===== src/rtl/uart_rx_ctrl_if.sv =====
// Receiver-side frame handshake and host-side FIFO read port of uart_rx_ctrl.
// The master drives frames and pops; the slave (uart_rx_ctrl) presents the FIFO head.
interface uart_rx_ctrl_if #(
    parameter int unsigned DATAWIDTH = 8
) ();
    logic [DATAWIDTH-1:0] rx_data;
    logic                 rx_done;
    logic                 p_err;
    logic                 frm_err;
    logic                 rx_busy;
    logic                 rd_en;
    logic                 rd_valid;
    logic [DATAWIDTH+1:0] rd_data;

    modport master (
        output rx_data,
        output rx_done,
        output p_err,
        output frm_err,
        output rx_busy,
        output rd_en,
        input  rd_valid,
        input  rd_data
    );

    modport slave (
        input  rx_data,
        input  rx_done,
        input  p_err,
        input  frm_err,
        input  rx_busy,
        input  rd_en,
        output rd_valid,
        output rd_data
    );
endinterface


===== src/rtl/uart_rx_ctrl.sv =====
// UART receive-path control: baud tick generation, frame-boundary parity config,
// show-ahead receive FIFO and sticky/saturating error status.
module uart_rx_ctrl #(
    parameter int unsigned DATAWIDTH  = 8,
    parameter int unsigned FIFO_DEPTH = 8,
    parameter int unsigned DIVW       = 16,
    parameter int unsigned CNTW       = 8,
    localparam int unsigned AW        = $clog2(FIFO_DEPTH)
) (
    input  logic              clk,
    input  logic              rst,
    input  logic              rx_enable,
    input  logic [DIVW-1:0]   baud_div,
    input  logic              cfg_par_en,
    input  logic              cfg_par_type,
    input  logic              cfg_load,
    output logic              par_en,
    output logic              par_type,
    output logic              bclk,
    uart_rx_ctrl_if.slave     rx,
    output logic [AW:0]       fifo_count,
    output logic              overflow,
    output logic [CNTW-1:0]   par_err_cnt,
    output logic [CNTW-1:0]   frm_err_cnt,
    input  logic              clr_status,
    output logic              cfg_pending
);

    typedef enum logic [1:0] {StOff, StRun, StHold} state_e;

    state_e            state_q, state_d;
    logic              par_en_q, par_en_d;
    logic              par_type_q, par_type_d;
    logic              hold_en_q, hold_en_d;
    logic              hold_type_q, hold_type_d;
    logic              pend_q, pend_d;
    logic [DIVW-1:0]   cnt_q, cnt_d;
    logic              bclk_q, bclk_d;
    logic              apply;
    logic              new_en, new_type;

    // Control FSM and config staging
    always_comb begin
        state_d     = state_q;
        par_en_d    = par_en_q;
        par_type_d  = par_type_q;
        hold_en_d   = hold_en_q;
        hold_type_d = hold_type_q;
        apply       = 1'b0;
        new_en      = cfg_par_en;
        new_type    = cfg_par_type;
        unique case (state_q)
            StOff: begin
                apply = cfg_load;
                if (rx_enable) state_d = StRun;
            end
            StRun: begin
                if (!rx_enable) begin
                    state_d = StOff;
                    apply   = cfg_load;
                end else if (cfg_load) begin
                    if (rx.rx_busy) begin
                        hold_en_d   = cfg_par_en;
                        hold_type_d = cfg_par_type;
                        state_d     = StHold;
                    end else begin
                        apply = 1'b1;
                    end
                end
            end
            StHold: begin
                // A load arriving while held replaces the staged values.
                new_en   = cfg_load ? cfg_par_en : hold_en_q;
                new_type = cfg_load ? cfg_par_type : hold_type_q;
                if (!rx_enable || !rx.rx_busy) begin
                    apply   = 1'b1;
                    state_d = rx_enable ? StRun : StOff;
                end else begin
                    hold_en_d   = new_en;
                    hold_type_d = new_type;
                end
            end
            default: state_d = StOff;
        endcase
        if (apply) begin
            par_en_d   = new_en;
            par_type_d = new_type;
        end
        pend_d = (state_d == StHold);
    end

    // Baud counter: wraps at baud_div, or immediately if already beyond a shrunk divisor.
    always_comb begin
        if (state_q == StOff || state_d == StOff || apply) begin
            cnt_d = '0;
        end else if (cnt_q >= baud_div) begin
            cnt_d = '0;
        end else begin
            cnt_d = cnt_q + DIVW'(1);
        end
        bclk_d = (state_d != StOff) && (cnt_d == baud_div);
    end

    always_ff @(posedge clk or negedge rst) begin
        if (!rst) begin
            state_q     <= StOff;
            par_en_q    <= 1'b0;
            par_type_q  <= 1'b0;
            hold_en_q   <= 1'b0;
            hold_type_q <= 1'b0;
            pend_q      <= 1'b0;
            cnt_q       <= '0;
            bclk_q      <= 1'b0;
        end else begin
            state_q     <= state_d;
            par_en_q    <= par_en_d;
            par_type_q  <= par_type_d;
            hold_en_q   <= hold_en_d;
            hold_type_q <= hold_type_d;
            pend_q      <= pend_d;
            cnt_q       <= cnt_d;
            bclk_q      <= bclk_d;
        end
    end

    assign par_en      = par_en_q;
    assign par_type    = par_type_q;
    assign cfg_pending = pend_q;
    assign bclk        = bclk_q;

    // Receive FIFO
    logic [DATAWIDTH+1:0] mem_q [FIFO_DEPTH];
    logic [AW-1:0]        wr_ptr_q, rd_ptr_q;
    logic [AW:0]          count_q, count_d;
    logic                 push_req, push, pop, full, drop;
    logic [DATAWIDTH+1:0] entry;

    assign push_req = (state_q != StOff) && rx.rx_done;
    assign full     = (count_q == (AW + 1)'(FIFO_DEPTH));
    assign pop      = rx.rd_en && (count_q != '0);
    assign push     = push_req && (!full || pop);
    assign drop     = push_req && full && !pop;
    assign entry    = {rx.frm_err, rx.p_err & par_en_q, rx.rx_data};

    always_comb begin
        count_d = count_q;
        if (push && !pop) begin
            count_d = count_q + (AW + 1)'(1);
        end else if (pop && !push) begin
            count_d = count_q - (AW + 1)'(1);
        end
    end

    always_ff @(posedge clk) begin
        if (push) mem_q[wr_ptr_q] <= entry;
    end

    always_ff @(posedge clk or negedge rst) begin
        if (!rst) begin
            wr_ptr_q <= '0;
            rd_ptr_q <= '0;
            count_q  <= '0;
        end else begin
            if (push) wr_ptr_q <= wr_ptr_q + AW'(1);
            if (pop)  rd_ptr_q <= rd_ptr_q + AW'(1);
            count_q <= count_d;
        end
    end

    assign rx.rd_valid = (count_q != '0);
    assign rx.rd_data  = rx.rd_valid ? mem_q[rd_ptr_q] : '0;
    assign fifo_count  = count_q;

    // Status: counting follows rx_done even when the frame is dropped.
    logic            par_inc, frm_inc, ovf_q, ovf_d;
    logic [CNTW-1:0] par_cnt_q, par_cnt_d, frm_cnt_q, frm_cnt_d;

    assign par_inc = push_req && rx.p_err && par_en_q;
    assign frm_inc = push_req && rx.frm_err;

    always_comb begin
        if (clr_status) begin
            par_cnt_d = par_inc ? CNTW'(1) : '0;
            frm_cnt_d = frm_inc ? CNTW'(1) : '0;
            ovf_d     = drop;
        end else begin
            par_cnt_d = par_cnt_q;
            frm_cnt_d = frm_cnt_q;
            if (par_inc && par_cnt_q != '1) par_cnt_d = par_cnt_q + CNTW'(1);
            if (frm_inc && frm_cnt_q != '1) frm_cnt_d = frm_cnt_q + CNTW'(1);
            ovf_d = ovf_q || drop;
        end
    end

    always_ff @(posedge clk or negedge rst) begin
        if (!rst) begin
            par_cnt_q <= '0;
            frm_cnt_q <= '0;
            ovf_q     <= 1'b0;
        end else begin
            par_cnt_q <= par_cnt_d;
            frm_cnt_q <= frm_cnt_d;
            ovf_q     <= ovf_d;
        end
    end

    assign par_err_cnt = par_cnt_q;
    assign frm_err_cnt = frm_cnt_q;
    assign overflow    = ovf_q;

endmodule

===== src/flat_wrapper.sv =====
// flat-port wrapper written by rule: the top's interface ports become plain ports
module uart_rx_ctrl_flat 
#(
    parameter int unsigned DATAWIDTH  = 8,
    parameter int unsigned FIFO_DEPTH = 8,
    parameter int unsigned DIVW       = 16,
    parameter int unsigned CNTW       = 8,
    localparam int unsigned AW        = $clog2(FIFO_DEPTH)
)
  (clk, rst, rx_enable, baud_div, cfg_par_en, cfg_par_type, cfg_load, par_en, par_type, bclk, fifo_count, overflow, par_err_cnt, frm_err_cnt, clr_status, cfg_pending, rx_rx_data, rx_rx_done, rx_p_err, rx_frm_err, rx_rx_busy, rx_rd_en, rx_rd_valid, rx_rd_data);
  uart_rx_ctrl_if #(.DATAWIDTH(DATAWIDTH)) rx_i ();
  input  logic clk;
  input  logic rst;
  input  logic rx_enable;
  input  logic [DIVW-1:0] baud_div;
  input  logic cfg_par_en;
  input  logic cfg_par_type;
  input  logic cfg_load;
  output logic par_en;
  output logic par_type;
  output logic bclk;
  output logic [AW:0] fifo_count;
  output logic overflow;
  output logic [CNTW-1:0] par_err_cnt;
  output logic [CNTW-1:0] frm_err_cnt;
  input  logic clr_status;
  output logic cfg_pending;
  input wire logic [$bits(rx_i.rx_data)-1:0] rx_rx_data;
  input wire logic [$bits(rx_i.rx_done)-1:0] rx_rx_done;
  input wire logic [$bits(rx_i.p_err)-1:0] rx_p_err;
  input wire logic [$bits(rx_i.frm_err)-1:0] rx_frm_err;
  input wire logic [$bits(rx_i.rx_busy)-1:0] rx_rx_busy;
  input wire logic [$bits(rx_i.rd_en)-1:0] rx_rd_en;
  output wire logic [$bits(rx_i.rd_valid)-1:0] rx_rd_valid;
  output wire logic [$bits(rx_i.rd_data)-1:0] rx_rd_data;
  assign rx_i.rx_data = rx_rx_data;
  assign rx_i.rx_done = rx_rx_done;
  assign rx_i.p_err = rx_p_err;
  assign rx_i.frm_err = rx_frm_err;
  assign rx_i.rx_busy = rx_rx_busy;
  assign rx_i.rd_en = rx_rd_en;
  assign rx_rd_valid = rx_i.rd_valid;
  assign rx_rd_data = rx_i.rd_data;
  uart_rx_ctrl #(.DATAWIDTH(DATAWIDTH), .FIFO_DEPTH(FIFO_DEPTH), .DIVW(DIVW), .CNTW(CNTW)) u_core (.clk(clk), .rst(rst), .rx_enable(rx_enable), .baud_div(baud_div), .cfg_par_en(cfg_par_en), .cfg_par_type(cfg_par_type), .cfg_load(cfg_load), .par_en(par_en), .par_type(par_type), .bclk(bclk), .rx(rx_i), .fifo_count(fifo_count), .overflow(overflow), .par_err_cnt(par_err_cnt), .frm_err_cnt(frm_err_cnt), .clr_status(clr_status), .cfg_pending(cfg_pending));
endmodule

===== config.mk =====
export PLATFORM = sky130hd
export DESIGN_NAME = uart_rx_ctrl_flat
export DESIGN_NICKNAME = d
export VERILOG_FILES = /design/src/rtl/uart_rx_ctrl_if.sv /design/src/rtl/uart_rx_ctrl.sv /design/src/flat_wrapper.sv
export SDC_FILE = /design/constraint.sdc
export NUM_CORES = 1
export LEC_CHECK = 0
export CORE_MARGIN = 5
export CORE_UTILIZATION = 45
export CTS_CLUSTER_SIZE = 25
export DETAILED_ROUTE_END_ITERATION = 8
export GPL_TIMING_DRIVEN = 0
export HOLD_SLACK_MARGIN = 0.1
export MAX_ROUTING_LAYER = met4
export PLACE_DENSITY = 0.66
export SLEW_MARGIN = 10
export SYNTH_ARGS = -nofsm -noshare
export SYNTH_HDL_FRONTEND = slang
export SYNTH_SLANG_ARGS = --single-unit

===== constraint.sdc =====
create_clock -name clk -period 6.44 [get_ports clk]
set_input_delay 1.288 -clock clk [delete_from_list [all_inputs] [get_ports clk]]
set_output_delay 1.288 -clock clk [all_outputs]
set_load 0.05 [all_outputs]

==> flow_metrics.py, run 1 <==
metrics = {
    "synthesis": {
        "syn-cell-area_um2": 6230,
        "ys_async_sr_fraction_pct": 38.9,
        "synthAdderAreaFrac_pct": 5.14,
        "synth_simple_gate_area_share_pct": 11.2,
        "synth_compound_area_share_pct": 5.75,
        "ys.flop_type": "edfxtp_1",
        "synth_top_family_by_area": "simple AND/OR/NAND/NOR gates",
        "postSynthAreaPerCell_um2": 13.1,
        "synth_cells": 475,
        "muxShareOfSynthArea_pct": 10.4,
        "synth_largest_area_cell": "edfxtp_1",
        "synth_area_leaders": "edfxtp_1, dfrtp_1, mux4_2, ha_1, xnor2_1",
        "ys_types": 45,
        "synth_edf_count": 80,
        "yosys_warnings": 0,
        "synth_top_area_share_pct": 38.6,
        "yosys.area_share.xor_xnor_pct": 6.05,
        "synth.ff_latch_count": 131,
        "yosysSeqAreaShare_pct": 59.1,
        "synthesis.nets": 536,
    },
    "global_routing": {
        "grt_overflow": 0,
        "grt_max_degree": 29,
        "grt_pass1_wl_um": 21700,
        "antenna_found_initial": 0,
        "grt_use_total_pct": 17.8,
        "first_global_vias": 4257,
    },
    "power_and_ir_drop": {
        "ir_drop_mv": 0.193,
        "p_per_area_nw_per_um2": 382,
        "cellLeakagePower_nw": 2.90,
        "power_mw": 2.97,
    },
    "setup_path": {
        "cp_num_buf_inv": 2,
        "slowest_delay_ns": 0.73,
        "worstSetupStartpoint": "u_core.rd_ptr_q[0]$_DFFE_PN0P_",
        "start_kind": "register",
        "path_class": "reg -> out",
        "worstPathMaxFanout": 10,
        "reg2reg_from": "u_core.cnt_q[0]$_DFF_PN0_",
        "crit_path_cell_trace": "buf_1, mux4_2, mux2i_1, nor2_1, clkdlybuf4s50_1",
        "endpoint_kind": "output port",
        "critPathTopFamily": "buffers and inverters",
        "crit_arrival_ns": 3.13,
        "critPathRequiredTime_ns": 5.15,
        "r2r_slack_ns": 3.36,
        "cp_slowest_cell": "clkdlybuf4s50_1",
    },
    "layout": {
        "n_fill_cell": 1144,
        "fin_cells": 760,
        "areaGrowthSynthToFinish_pct": 25.2,
        "fin_nets": 628,
        "fin_util_pct": 56.8,
        "drive_gt1_share_pct": 11.2,
        "antenna_cells": 0,
    },
    "clock_network": {
        "clock-root-buffer": "clkbuf_16",
        "cts_max_level": 4,
        "insertion_delay_ns": 0.41,
        "path_clk_slew_ns": 0.06,
        "cts-buffers-inserted": 17,
        "clockBufferDepth": 2,
        "cts.repair.resized": 0,
        "cts_hold_buf": 0,
        "clock-sinks": 131,
        "cts_tree": "yes",
        "post_cts_buffers": 0,
    },
    "route": {
        "wl_um": 13200,
        "wirelength_met1_um": 5760,
        "wl_met3_um": 626,
        "wl_per_cell_um": 17.4,
        "vias": 4050,
        "routed.top_layer": "met4",
        "drt-vias-per-instance": 5.33,
        "ant_nets": 0,
        "route.met2.wl_um": 6550,
        "drc_errors": 0,
        "first_pass_iters": 4,
        "drtIter0Drc": 231,
    },
    "sta": {
        "fmax_mhz": 226,
        "fin_crit_ns": 4.42,
        "tns_ns": 0,
        "clock_skew_ns": 0.00831,
        "worstMarginPinSlew_ns": 1.15,
        "slew_violations": 0,
        "fin_crit_sh_pct": 68.6,
        "rsz0062_at_grt": "false",
        "setup_viol": 0,
        "hold_viol": 0,
        "fin_hold_ws_ns": 0.500,
        "slew_headroom_pct": 23.1,
    },
    "place": {
        "port_buffers": 70,
        "gp_congestion": 0.855,
        "hpwl_um": 9260,
        "place_inst": 728,
    },
    "floorplan": {
        "die_area_um2": 16300,
        "num_rows": 43,
        "num_io_pins": 72,
        "core_area_um2": 13700,
        "die_h_um": 128,
        "die_w_um": 128,
        "initial_core_util_pct": 45.4,
    },
    "worst_hold_path": {
        "min-delay-start": "u_core.wr_ptr_q[2]$_DFFE_PN0P_",
        "min_path_type": "reg -> reg",
    },
    "flow_run": {
        "maxCapViolations": 0,
    },
    "outcome": {
        "status": "finished, final reports clean",
    },
}
-- placed cells by master (no fill, tap or decap), types with 4 or more instances in the layout --
cell type and count:
inv_1 25, clkinv_4 4, dfrtp_1 51, xor2_1 16, and3_1 5, nand4_1 9
nor4_1 5, nand2_1 26, buf_1 4, a31oi_1 5, mux4_2 20, o32ai_1 5
nor2_1 58, nand2b_1 6, ha_1 24, nor3_1 4, mux2_2 5, nand3_1 19
clkbuf_16 17, o21ai_0 6, edfxtp_1 80, mux2i_1 14, clkbuf_1 10, a21oi_1 19
clkdlybuf4s50_1 69, xnor2_1 27
-- routing by layer --
layer  up-vias  GRT usage, %
li1       1950             -
met1      1984          22.0
met2        95          28.5
met3        21          4.35
met4         0          6.68
met5         -             -
-- worst reg2reg max path, stage by stage, from the launching register on --
cell and delay [ns]:
dfrtp_1 0.49, inv_1 0.08, ha_1 0.26, nand2b_1 0.13, a2111oi_0 0.52, o32a_1 0.25, nand2_1 0.09, buf_6 0.17
buf_2 0.20, o32ai_1 0.20, nand4_1 0.21, a2111oi_2 0.34
-- per-stage QoR --
stage	area [um2]	setup slack (ns)
global route	7790	1.80
finish	7790	2.02
detailed placement	7200	1.94
global placement	7150	1.92
CTS	7790	1.95
floorplan	6230	2.95
-- logic make-up after synthesis --
kind of cell | after synthesis
flip-flops | 131
AO/OA/AOI/OAI | 52
adder cells (fa/ha/maj) | 25
AND/OR/NAND/NOR | 147
buffers and inverters | 38
multiplexers | 39
XOR/XNOR | 43
-- cell usage after synthesis (4+ instances only) --
master,n
a21oi_1,19
a31oi_1,5
and3_1,5
buf_1,4
clkbuf_1,7
dfrtp_1,51
edfxtp_1,80
ha_1,24
inv_1,25
mux2_2,5
mux2i_1,14
mux4_2,20
nand2_1,26
nand2b_1,6
nand3_1,19
nand4_1,9
nor2_1,58
nor3_1,6
nor4_1,5
o21ai_0,6
o32ai_1,5
xnor2_1,27
xor2_1,16
-- report_power, final --
part / switching, mW / internal [mW] / leakage (nW)
registers: 0.0619 / 0.979 / 1.40
clock network: 0.354 / 0.610 / 0.290
logic: 0.578 / 0.391 / 1.20
total: 0.993 / 1.98 / 2.90
-- state kept, by name, summed over array words and instances, names as in the netlist --
register and cells:
u_core.mem_q 80, u_core.cnt_q 16, u_core.frm_err_cnt 8, u_core.par_err_cnt 8, u_core.fifo_count 4, u_core.rd_ptr_q 3, u_core.wr_ptr_q 3, u_core.state_q 2
u_core.bclk 1, u_core.cfg_pending 1, u_core.hold_en_q 1, u_core.hold_type_q 1, u_core.overflow 1, u_core.par_en 1, u_core.par_type 1
-- final cells by class --
class,instances,area (um2),share of cell area [%]
Buffer,13,57.6,0.738
Clock buffer,20,437,5.60
Clock inverter,12,156,2.01
Inverter,25,93.8,1.20
Multi-Input combinational cell,306,2410,30.9
Sequential cell,131,3680,47.2
Tap cell,180,225,2.89
Timing Repair Buffer,73,738,9.47
-- path summary, 6_finish.rpt --
kind / to / cells past startpoint
hold reg to reg: u_core.wr_ptr_q[2]$_DFFE_PN0P_ / 1
max in group asynchronous: u_core.fifo_count[0]$_DFFE_PN0P_ / 2
setup reg to reg: u_core.bclk$_DFF_PN0_ / 11
min in group asynchronous: u_core.par_en$_DFFE_PN0P_ / 1
setup / recovery: rx_rd_data[8] / 5
hold / removal: u_core.wr_ptr_q[2]$_DFFE_PN0P_ / 1
(Power assumes the default switching activity.)
==> run 2, diff against run 1 <==
--- a/config.mk
+++ b/config.mk
@@ -12,7 +12,7 @@
 export GPL_TIMING_DRIVEN = 0
 export HOLD_SLACK_MARGIN = 0.1
 export MAX_ROUTING_LAYER = met4
-export PLACE_DENSITY = 0.66
+export PLACE_DENSITY = 0.69
 export SLEW_MARGIN = 10
 export SYNTH_ARGS = -nofsm -noshare
 export SYNTH_HDL_FRONTEND = slang
==> constraint.sdc (replaced) <==
create_clock -name clk -period 3.9 [get_ports clk]
set_input_delay 0.78 -clock clk [delete_from_list [all_inputs] [get_ports clk]]
set_output_delay 0.78 -clock clk [all_outputs]
set_load 0.05 [all_outputs]
==> run 2 against run 1 <==
  * Cell area is 0.26% lower
  * Cell count stayed put
  * Core utilization is 0.15 points lower
  * Sequential share of layout area is 0.12 points higher
  * Sequential power is 65% higher
  * Global-route usage is 0.37 points higher
  * Wire length is 2.7% higher
  * Die area stayed put
  * Sequential cell count stayed put
  * Non-clock buffer count stayed put
  * Worst hold slack worse by 0.14 ns
  * Power is 62% higher
  * Critical path type unchanged
==> flow_metrics.py, run 2 (synthesized netlist as in run 1, its figures left out) <==
metrics = {
    "global_routing": {
        "first_global_vias": 4194,
        "grt_overflow": 0,
        "grt_use_total_pct": 18.1,
        "antenna_found_initial": 0,
        "grt_pass1_wl_um": 21900,
        "grt_max_degree": 31,
    },
    "setup_path": {
        "cp_slowest_cell": "clkdlybuf4s50_1",
        "start_kind": "register",
        "path_class": "reg -> out",
        "crit_arrival_ns": 2.90,
        "slowest_delay_ns": 0.73,
        "critPathRequiredTime_ns": 3.12,
        "endpoint_kind": "output port",
        "crit_path_cell_trace": "clkdlybuf4s15_2, mux4_2, mux2i_1, nor2_1, clkdlybuf4s50_1",
        "worstPathMaxFanout": 10,
    },
    "sta": {
        "fin_crit_ns": 3.68,
        "fin_crit_sh_pct": 94.4,
        "worstMarginPinSlew_ns": 1.20,
        "rsz0062_at_grt": "false",
        "slew_violations": 0,
        "hold_viol": 0,
        "worst_slack_ns": 0.216,
        "fin_hold_ws_ns": 0.360,
        "setup_viol": 0,
        "clock_skew_ns": 0.00986,
        "slew_headroom_pct": 19.9,
        "fmax_mhz": 271,
    },
    "power_and_ir_drop": {
        "power_mw": 4.82,
        "p_per_area_nw_per_um2": 619,
        "cellLeakagePower_nw": 2.88,
        "ir_drop_mv": 0.310,
    },
    "floorplan": {
        "num_io_pins": 72,
        "initial_core_util_pct": 45.4,
        "die_w_um": 128,
        "num_rows": 43,
        "die_h_um": 128,
        "core_area_um2": 13700,
        "die_area_um2": 16300,
    },
    "route": {
        "vias": 4097,
        "ant_nets": 0,
        "drtIter0Drc": 264,
        "wl_per_cell_um": 17.8,
        "first_pass_iters": 5,
        "drt-vias-per-instance": 5.39,
        "drc_errors": 0,
        "wl_um": 13500,
    },
    "clock_network": {
        "cts.repair.resized": 4,
        "insertion_delay_ns": 0.41,
        "post_cts_buffers": 0,
        "cts_max_level": 4,
        "path_clk_slew_ns": 0.06,
        "cts_hold_buf": 0,
        "cts_tree": "yes",
        "clock-root-buffer": "clkbuf_16",
        "clockBufferDepth": 2,
        "cts-buffers-inserted": 17,
        "clock-sinks": 131,
    },
    "layout": {
        "regArea_um2": 3680,
        "n_fill_cell": 1101,
        "drive_gt1_share_pct": 11.7,
        "multiInputGateArea_um2": 2410,
        "registers.top_by_ff_count": "u_core.mem_q",
        "mostFrequentLayoutCells": "edfxtp_1, clkdlybuf4s50_1, nor2_1, dfrtp_1, xnor2_1",
        "top_regs": "u_core.mem_q (80), u_core.cnt_q (16)",
        "fin_nets": 628,
        "largest_reg_flops": 80,
        "antenna_cells": 0,
        "areaGrowthSynthToFinish_pct": 24.8,
        "fin_util_pct": 56.7,
        "layout_commonest_cell": "edfxtp_1",
    },
    "place": {
        "gp_congestion": 0.911,
        "place_ws_ns": -0.0951,
        "port_buffers": 70,
        "hpwl_um": 9420,
    },
    "outcome": {
        "status": "finished, final reports clean",
    },
    "flow_run": {
        "maxCapViolations": 0,
    },
    "worst_hold_path": {
        "min_path_type": "in -> async",
    },
}
run 2: changes by cell type in the layout (fill, tap and decap cells not counted), sizes merged:
cell / change
clkdlybuf4s15: +2
inv: +2
buf: -2
clkinvlp: +3
clkbuf: -3
bufinv: -2
run 2: final cells by class:
cell class / count / share of cell area, %
buffer: 13 / 0.934
clock buffer: 17 / 5.47
clock inverter: 15 / 1.71
inverter: 25 / 1.21
multi-input combinational: 306 / 31.0
sequential: 131 / 47.3
tap: 180 / 2.90
timing repair buffer: 73 / 9.50
run 2: routing by layer:
| layer | vias to the layer above | part of all wire [%] | track usage, % |
|---|---|---|---|
| met5 | - | 0 | - |
| met4 | 0 | 1.1 | 5.43 |
| met3 | 9 | 4.9 | 3.85 |
| met2 | 91 | 49 | 29.2 |
| met1 | 2043 | 45 | 23.3 |
| li1 | 1954 | - | - |
run 2: worst max-delay path, delay by kind of cell, from the launching register on:
family	cells	cell delay, ns
DFF	1	0.41
buffers and inverters	2	1.25
muxes	2	0.75
and+or+nand+nor	1	0.08
run 2: metrics by stage:
step	std cells	setup TNS [ns]	area, um2
final	760	0	7770
after global routing	760	0	7770
after CTS	760	0	7770
after detailed placement	728	-0.792	7200
after global placement	725	-0.842	7150
after floorplan	475	0	6230
run 2: report_power, final:
part | leakage (nW) | internal, mW | switching [mW]
clock | 0.265 | 0.880 | 0.608
sequential | 1.40 | 1.62 | 0.104
combinational | 1.21 | 0.654 | 0.953
run 2: final timing paths:
path | startpoint | end | slack, ns | cells after the start
min in group clk | u_core.par_type$_DFFE_PN0P_ | u_core.par_type$_DFFE_PN0P_ | 0.50 | 2
max in group asynchronous | rst | u_core.frm_err_cnt[0]$_DFFE_PN0P_ | 2.97 | 2
worst max register to register | u_core.cnt_q[0]$_DFF_PN0_ | u_core.bclk$_DFF_PN0_ | 0.84 | 11
worst min-delay path | rst | u_core.cnt_q[10]$_DFF_PN0_ | 0.36 | 1
worst max-delay path | u_core.rd_ptr_q[0]$_DFFE_PN0P_ | rx_rd_data[9] | 0.22 | 5
worst min register to register | u_core.par_type$_DFFE_PN0P_ | u_core.par_type$_DFFE_PN0P_ | 0.50 | 2
